File: config.mk
export PLATFORM = sky130hd
export DESIGN_NAME = registrador_universal
export DESIGN_NICKNAME = d
export VERILOG_FILES = /design/src/rtl/registrador_universal.sv
export SDC_FILE = /design/constraint.sdc
export NUM_CORES = 1
export LEC_CHECK = 0
export ABC_CLOCK_PERIOD_IN_PS = 1700
export CORE_MARGIN = 10
export CORE_UTILIZATION = 45
export CTS_BUF_LIST = sky130_fd_sc_hd__clkbuf_8
export CTS_CLUSTER_DIAMETER = 150
export DETAILED_ROUTE_END_ITERATION = 10
export PLACE_DENSITY = 0.74
export SYNTH_ARGS = -nofsm -noshare
export SYNTH_HDL_FRONTEND = slang
export SYNTH_SLANG_ARGS = --single-unit
File: constraint.sdc
create_clock -name Clk -period 1.7 [get_ports Clk]
set_input_delay 0.34 -clock Clk [delete_from_list [all_inputs] [get_ports Clk]]
set_output_delay 0.34 -clock Clk [all_outputs]
set_load 0.1 [all_outputs]
File: src/rtl/registrador_universal.sv
// registrador_universal
// Parametrised universal register: parallel load, clear, hold, and multi-cycle
// logical/arithmetic shifts and rotates by a latched step count, with serial
// fill/out and a Start/Busy/Done handshake. One 1-bit step is taken per clock
// while in SHIFT, so an amount of k costs k cycles plus the one-cycle DONE.
module registrador_universal #(
  parameter int WIDTH = 16,
  parameter int CNT_W = 5
) (
  input  logic             Clk,
  input  logic             Reset,
  input  logic             Start,
  input  logic [2:0]       Mode,
  input  logic [CNT_W-1:0] Amount,
  input  logic [WIDTH-1:0] D,
  input  logic             SerialIn,
  output logic [WIDTH-1:0] Q,
  output logic             SerialOut,
  output logic             Busy,
  output logic             Done
);

  // Operation codes.
  localparam logic [2:0] MODE_HOLD  = 3'b000;
  localparam logic [2:0] MODE_LOAD  = 3'b001;
  localparam logic [2:0] MODE_SHL   = 3'b010;
  localparam logic [2:0] MODE_SHR   = 3'b011;
  localparam logic [2:0] MODE_SAR   = 3'b100;
  localparam logic [2:0] MODE_ROL   = 3'b101;
  localparam logic [2:0] MODE_ROR   = 3'b110;
  localparam logic [2:0] MODE_CLEAR = 3'b111;

  typedef enum logic [1:0] {
    ST_IDLE  = 2'd0,
    ST_SHIFT = 2'd1,
    ST_DONE  = 2'd2
  } state_t;

  state_t           state_q, state_d;
  logic [WIDTH-1:0] q_q, q_d;
  logic             so_q, so_d;
  logic [2:0]       mode_q, mode_d;
  logic [CNT_W-1:0] rem_q, rem_d;
  logic             busy_q, busy_d;
  logic             done_q, done_d;

  // Candidate results of a single 1-bit step for every shift flavour.
  logic [WIDTH-1:0] shl_v;
  logic [WIDTH-1:0] shr_v;
  logic [WIDTH-1:0] sar_v;
  logic [WIDTH-1:0] rol_v;
  logic [WIDTH-1:0] ror_v;

  // Selected step result for the latched mode.
  logic [WIDTH-1:0] step_v;
  logic             step_so;

  // Decoded request in IDLE.
  logic             start_is_shift;
  logic             amount_zero;
  logic             last_step;

  // Per-bit neighbour wiring for each step flavour; bit 0 and the MSB take
  // the fill/wrap bits, every other bit just looks one position over.
  genvar gi;
  generate
    for (gi = 0; gi < WIDTH; gi++) begin : g_step
      if (gi == 0) begin : g_lsb
        assign shl_v[gi] = SerialIn;
        assign rol_v[gi] = q_q[WIDTH-1];
      end else begin : g_upper
        assign shl_v[gi] = q_q[gi-1];
        assign rol_v[gi] = q_q[gi-1];
      end

      if (gi == WIDTH-1) begin : g_msb
        assign shr_v[gi] = SerialIn;
        assign sar_v[gi] = q_q[WIDTH-1];
        assign ror_v[gi] = q_q[0];
      end else begin : g_lower
        assign shr_v[gi] = q_q[gi+1];
        assign sar_v[gi] = q_q[gi+1];
        assign ror_v[gi] = q_q[gi+1];
      end
    end
  endgenerate

  // Pick the step result and the bit that falls out, based on the latched mode.
  always_comb begin
    step_v  = q_q;
    step_so = so_q;
    case (mode_q)
      MODE_SHL: begin
        step_v  = shl_v;
        step_so = q_q[WIDTH-1];
      end
      MODE_SHR: begin
        step_v  = shr_v;
        step_so = q_q[0];
      end
      MODE_SAR: begin
        step_v  = sar_v;
        step_so = q_q[0];
      end
      MODE_ROL: begin
        step_v  = rol_v;
        step_so = q_q[WIDTH-1];
      end
      MODE_ROR: begin
        step_v  = ror_v;
        step_so = q_q[0];
      end
      default: begin
        step_v  = q_q;
        step_so = so_q;
      end
    endcase
  end

  // Classify the incoming request; HOLD, LOAD and CLEAR never enter SHIFT.
  always_comb begin
    start_is_shift = 1'b0;
    case (Mode)
      MODE_SHL, MODE_SHR, MODE_SAR, MODE_ROL, MODE_ROR: start_is_shift = 1'b1;
      default:                                         start_is_shift = 1'b0;
    endcase
  end

  assign amount_zero = (Amount == '0);
  assign last_step   = (rem_q == CNT_W'(1));

  // Next-state and datapath control. Busy/Done are computed for the next
  // state so that they come straight out of flops.
  always_comb begin
    state_d = state_q;
    q_d     = q_q;
    so_d    = so_q;
    mode_d  = mode_q;
    rem_d   = rem_q;
    busy_d  = 1'b0;
    done_d  = 1'b0;

    case (state_q)
      ST_IDLE: begin
        if (Start) begin
          mode_d = Mode;
          if (Mode == MODE_LOAD) begin
            q_d = D;
          end else if (Mode == MODE_CLEAR) begin
            q_d = '0;
          end

          if (start_is_shift && !amount_zero) begin
            rem_d   = Amount;
            state_d = ST_SHIFT;
            busy_d  = 1'b1;
          end else begin
            state_d = ST_DONE;
            done_d  = 1'b1;
          end
        end
      end

      ST_SHIFT: begin
        // Mode and Amount are ignored here; only the latched copies matter.
        q_d   = step_v;
        so_d  = step_so;
        rem_d = rem_q - CNT_W'(1);
        if (last_step) begin
          state_d = ST_DONE;
          done_d  = 1'b1;
        end else begin
          busy_d  = 1'b1;
        end
      end

      ST_DONE: begin
        // Start is not looked at here; a request must be presented in IDLE.
        state_d = ST_IDLE;
      end

      default: begin
        state_d = ST_IDLE;
      end
    endcase
  end

  // State and datapath registers; reset wins over everything, including a
  // shift in progress, and discards any remaining steps.
  always_ff @(posedge Clk) begin
    if (Reset) begin
      state_q <= ST_IDLE;
      q_q     <= '0;
      so_q    <= 1'b0;
      mode_q  <= MODE_HOLD;
      rem_q   <= '0;
      busy_q  <= 1'b0;
      done_q  <= 1'b0;
    end else begin
      state_q <= state_d;
      q_q     <= q_d;
      so_q    <= so_d;
      mode_q  <= mode_d;
      rem_q   <= rem_d;
      busy_q  <= busy_d;
      done_q  <= done_d;
    end
  end

  assign Q         = q_q;
  assign SerialOut = so_q;
  assign Busy      = busy_q;
  assign Done      = done_q;

endmodule

==> impl_results.md <==
* Placed wire-length estimate at about 4.0 mm
* Crit Path Max Fanout at 8
* Critical Path AT at 1810 ps
* Top-count cell post-synth: dfxtp_1
* Worst-margin pin slew at roughly 440 ps
* Area delta synth->final at 52.0%
* R2r worst-path depth at 5
* First-pass GRT wire length at around 9.4 mm
* FMAX at roughly 0.62 GHz
* Final Max Tran Viols at 0
* Starting DRC count in detailed routing at ~210
* Worst path max stage delay at between 400 and 500 ps
* Vias post-DR at just over 2000
* Net Count, Synth at 257
* Chip Height at 85.3 um
* Crit path max-delay cell type: o32ai_4
* Fin worst setup slack at around 75 ps
* Die X-Extent at approximately 85 um
* Worst skew pair latency at approximately 280 ps
* Worst hold path type: in -> reg
* IO buf count at 46
* GRT overflow at 0
* Starting density of the core at 0.473
* YS warnings at 0
* Main synth FF type: dfxtp_1
* Yosys top cell area share at 0.303
* Hold buffers post-CTS at 0
* Synth async-reset ratio at 0
* Finish-stage setup viols at 0
* I/O Pins at 47
* RSZ-0062 raised after global routing: false
* Synthesized area at roughly 0.0019 sq mm
* Tmin final at 1620 ps
* Tcrit/Tclk final at 0.956
* Fin nets at ~310
* Worst hold stages at 3
* Nature of the critical path endpoint: flop
* Largest net degree at the start of global routing at 31
* Vias per cell at 6.05
* Detailed-router iteration count before antenna repair at 4
* CTS buffer count at 5
* # rows at 23
* Max-cap violations at 0
* WP data required at 1890 ps
* DRC viols at 0
* CTS-repair resized insts at 0
* Fillcell total at between 300 and 400
* Number of routed nets with antenna violations at 0
* Routability cong. at around 0.85
* Antenna violations before repair at 0
* Dpl ws at -277 ps
* DRT Wirelength at 5.84 mm
* Clk root buf: clkbuf_8
* Htree depth at 2
* PwrDens at 892 mW/mm^2
* All-Layer GR Usage at 0.152
* Vias in the first global route at approximately 1900
* Worst Setup Path Type: reg -> reg
* Drt wl/cell at ~17 um
* Share of post-route cells with drive strength above 1 at 0.288
* Syn Area/Cell at 8.45 sq um
* Setup Skew at around 7.1 ps
* # diodes at 0
* Ranking of synthesized cells by area: dfxtp_1 (30%), a311oi_2 (13%), a21o_1 (5.9%)
* Seq cells post-synth at 29
* Unique masters post-synth at between 40 and 50
* Top cells by count, synth: dfxtp_1 (29), nor2_1 (24), nand2_1 (19), nand3_1 (19), o21ai_0 (19)
* Post CTS Setup Buffer Count at 0
* CTS Sinks at 29
* CTS tree: yes
* Worst VDD drop at approximately 0.75 mV
* Max clock buf depth at 2
* Post-synth EDFFs at 0
* Crit-path cells: nand2b_4, o32ai_4, clkbuf_16, nor2_1, a311oi_2
* Fin. Hold Viols at 0
* Slew margin rel. at 0.705
* Die Area at roughly 0.0073 sq mm
* Post-synth top area cell: dfxtp_1
* Status: completed
* Clock slew at reported path FFs at 60 ps
* Pwr Total at between 2 and 3 mW
* Critical path launch point type: flop
* Core area at between 0.004 and 0.005 sq mm
* Mapped Cells at approximately 230
* Sequential-to-total area share from yosys stat at 0.303
* Leak pwr at around 1.0 nW
flip-flops by register name, indices dropped and copies added, names as in the netlist:
register / cells
mode_q: 3
SerialOut: 1
Done: 1
Q: 16
Busy: 1
state_q: 2
rem_q: 5
layout by cell type (no fill, tap or decap), types with 15 or more instances in the layout:
cell / instances
a21o_1: 15
a311oi_2: 16
buf_12: 22
buf_4: 21
clkdlybuf4s50_1: 23
dfxtp_1: 23
nand2_1: 19
nand3_1: 19
nor2_1: 23
o21ai_0: 19
cell type report:
cell class	count	area, sq um	area share
clock buffer	6	82.6	0.0283
clock inverter	2	33.8	0.0116
inverter	3	11.3	0.00386
multi-input combinational	173	1210	0.415
sequential	29	588	0.202
tap	50	62.6	0.0215
timing repair buffer	72	928	0.318
power by group:
group	internal, mW	switching [mW]
combinational	0.424	0.588
clock	0.471	0.271
sequential	0.749	0.0987
stage by stage:
stage	hold WS (ps)	setup TNS, ps	cells	utilization	cell area (sq um)
after floorplan	476	0	227	-	1920
after global placement	492	-3470	325	0.669	2720
after detailed placement	509	-4490	325	0.669	2720
after CTS	515	0	333	0.698	2830
after global routing	468	0	335	0.718	2920
final	437	0	335	0.718	2920
layer usage:
layer / up-vias / share of wire / global-route usage
li1: 965 / - / -
met1: 977 / 0.40 / 0.180
met2: 77 / 0.50 / 0.253
met3: 9 / 0.076 / 0.0516
met4: 0 / 0.014 / 0.0419
met5: - / 0 / 0
cells by family (layout without fill, tap and decap cells):
kind of cell / Yosys count / after routing / synth area share
mux: 1 / 1 / 0.00522
xor+xnor: 2 / 2 / 0.00913
simple gates: 86 / 86 / 0.221
flops: 29 / 29 / 0.303
buf+inv: 25 / 83 / 0.0776
fa+ha+maj: 2 / 2 / 0.0130
compound gates: 82 / 82 / 0.371
path summary, 6_finish.rpt:
check                                 from   endpoint  slack, ps
worst min-delay path               Mode[2]  mode_q[2]        440
worst min register to register    rem_q[1]   rem_q[1]        520
worst max register to register  state_q[1]      Q[14]         80
worst max-delay path            state_q[1]      Q[14]         80
critical path: cells and delay by family, from the launching register on:
kind,cells,cell delay (ps)
DFF,1,380
buffers and inverters,1,240
AOI/OAI and AO/OA,2,670
and+or+nand+nor,2,250
Power figures use the tool's default switching activity.
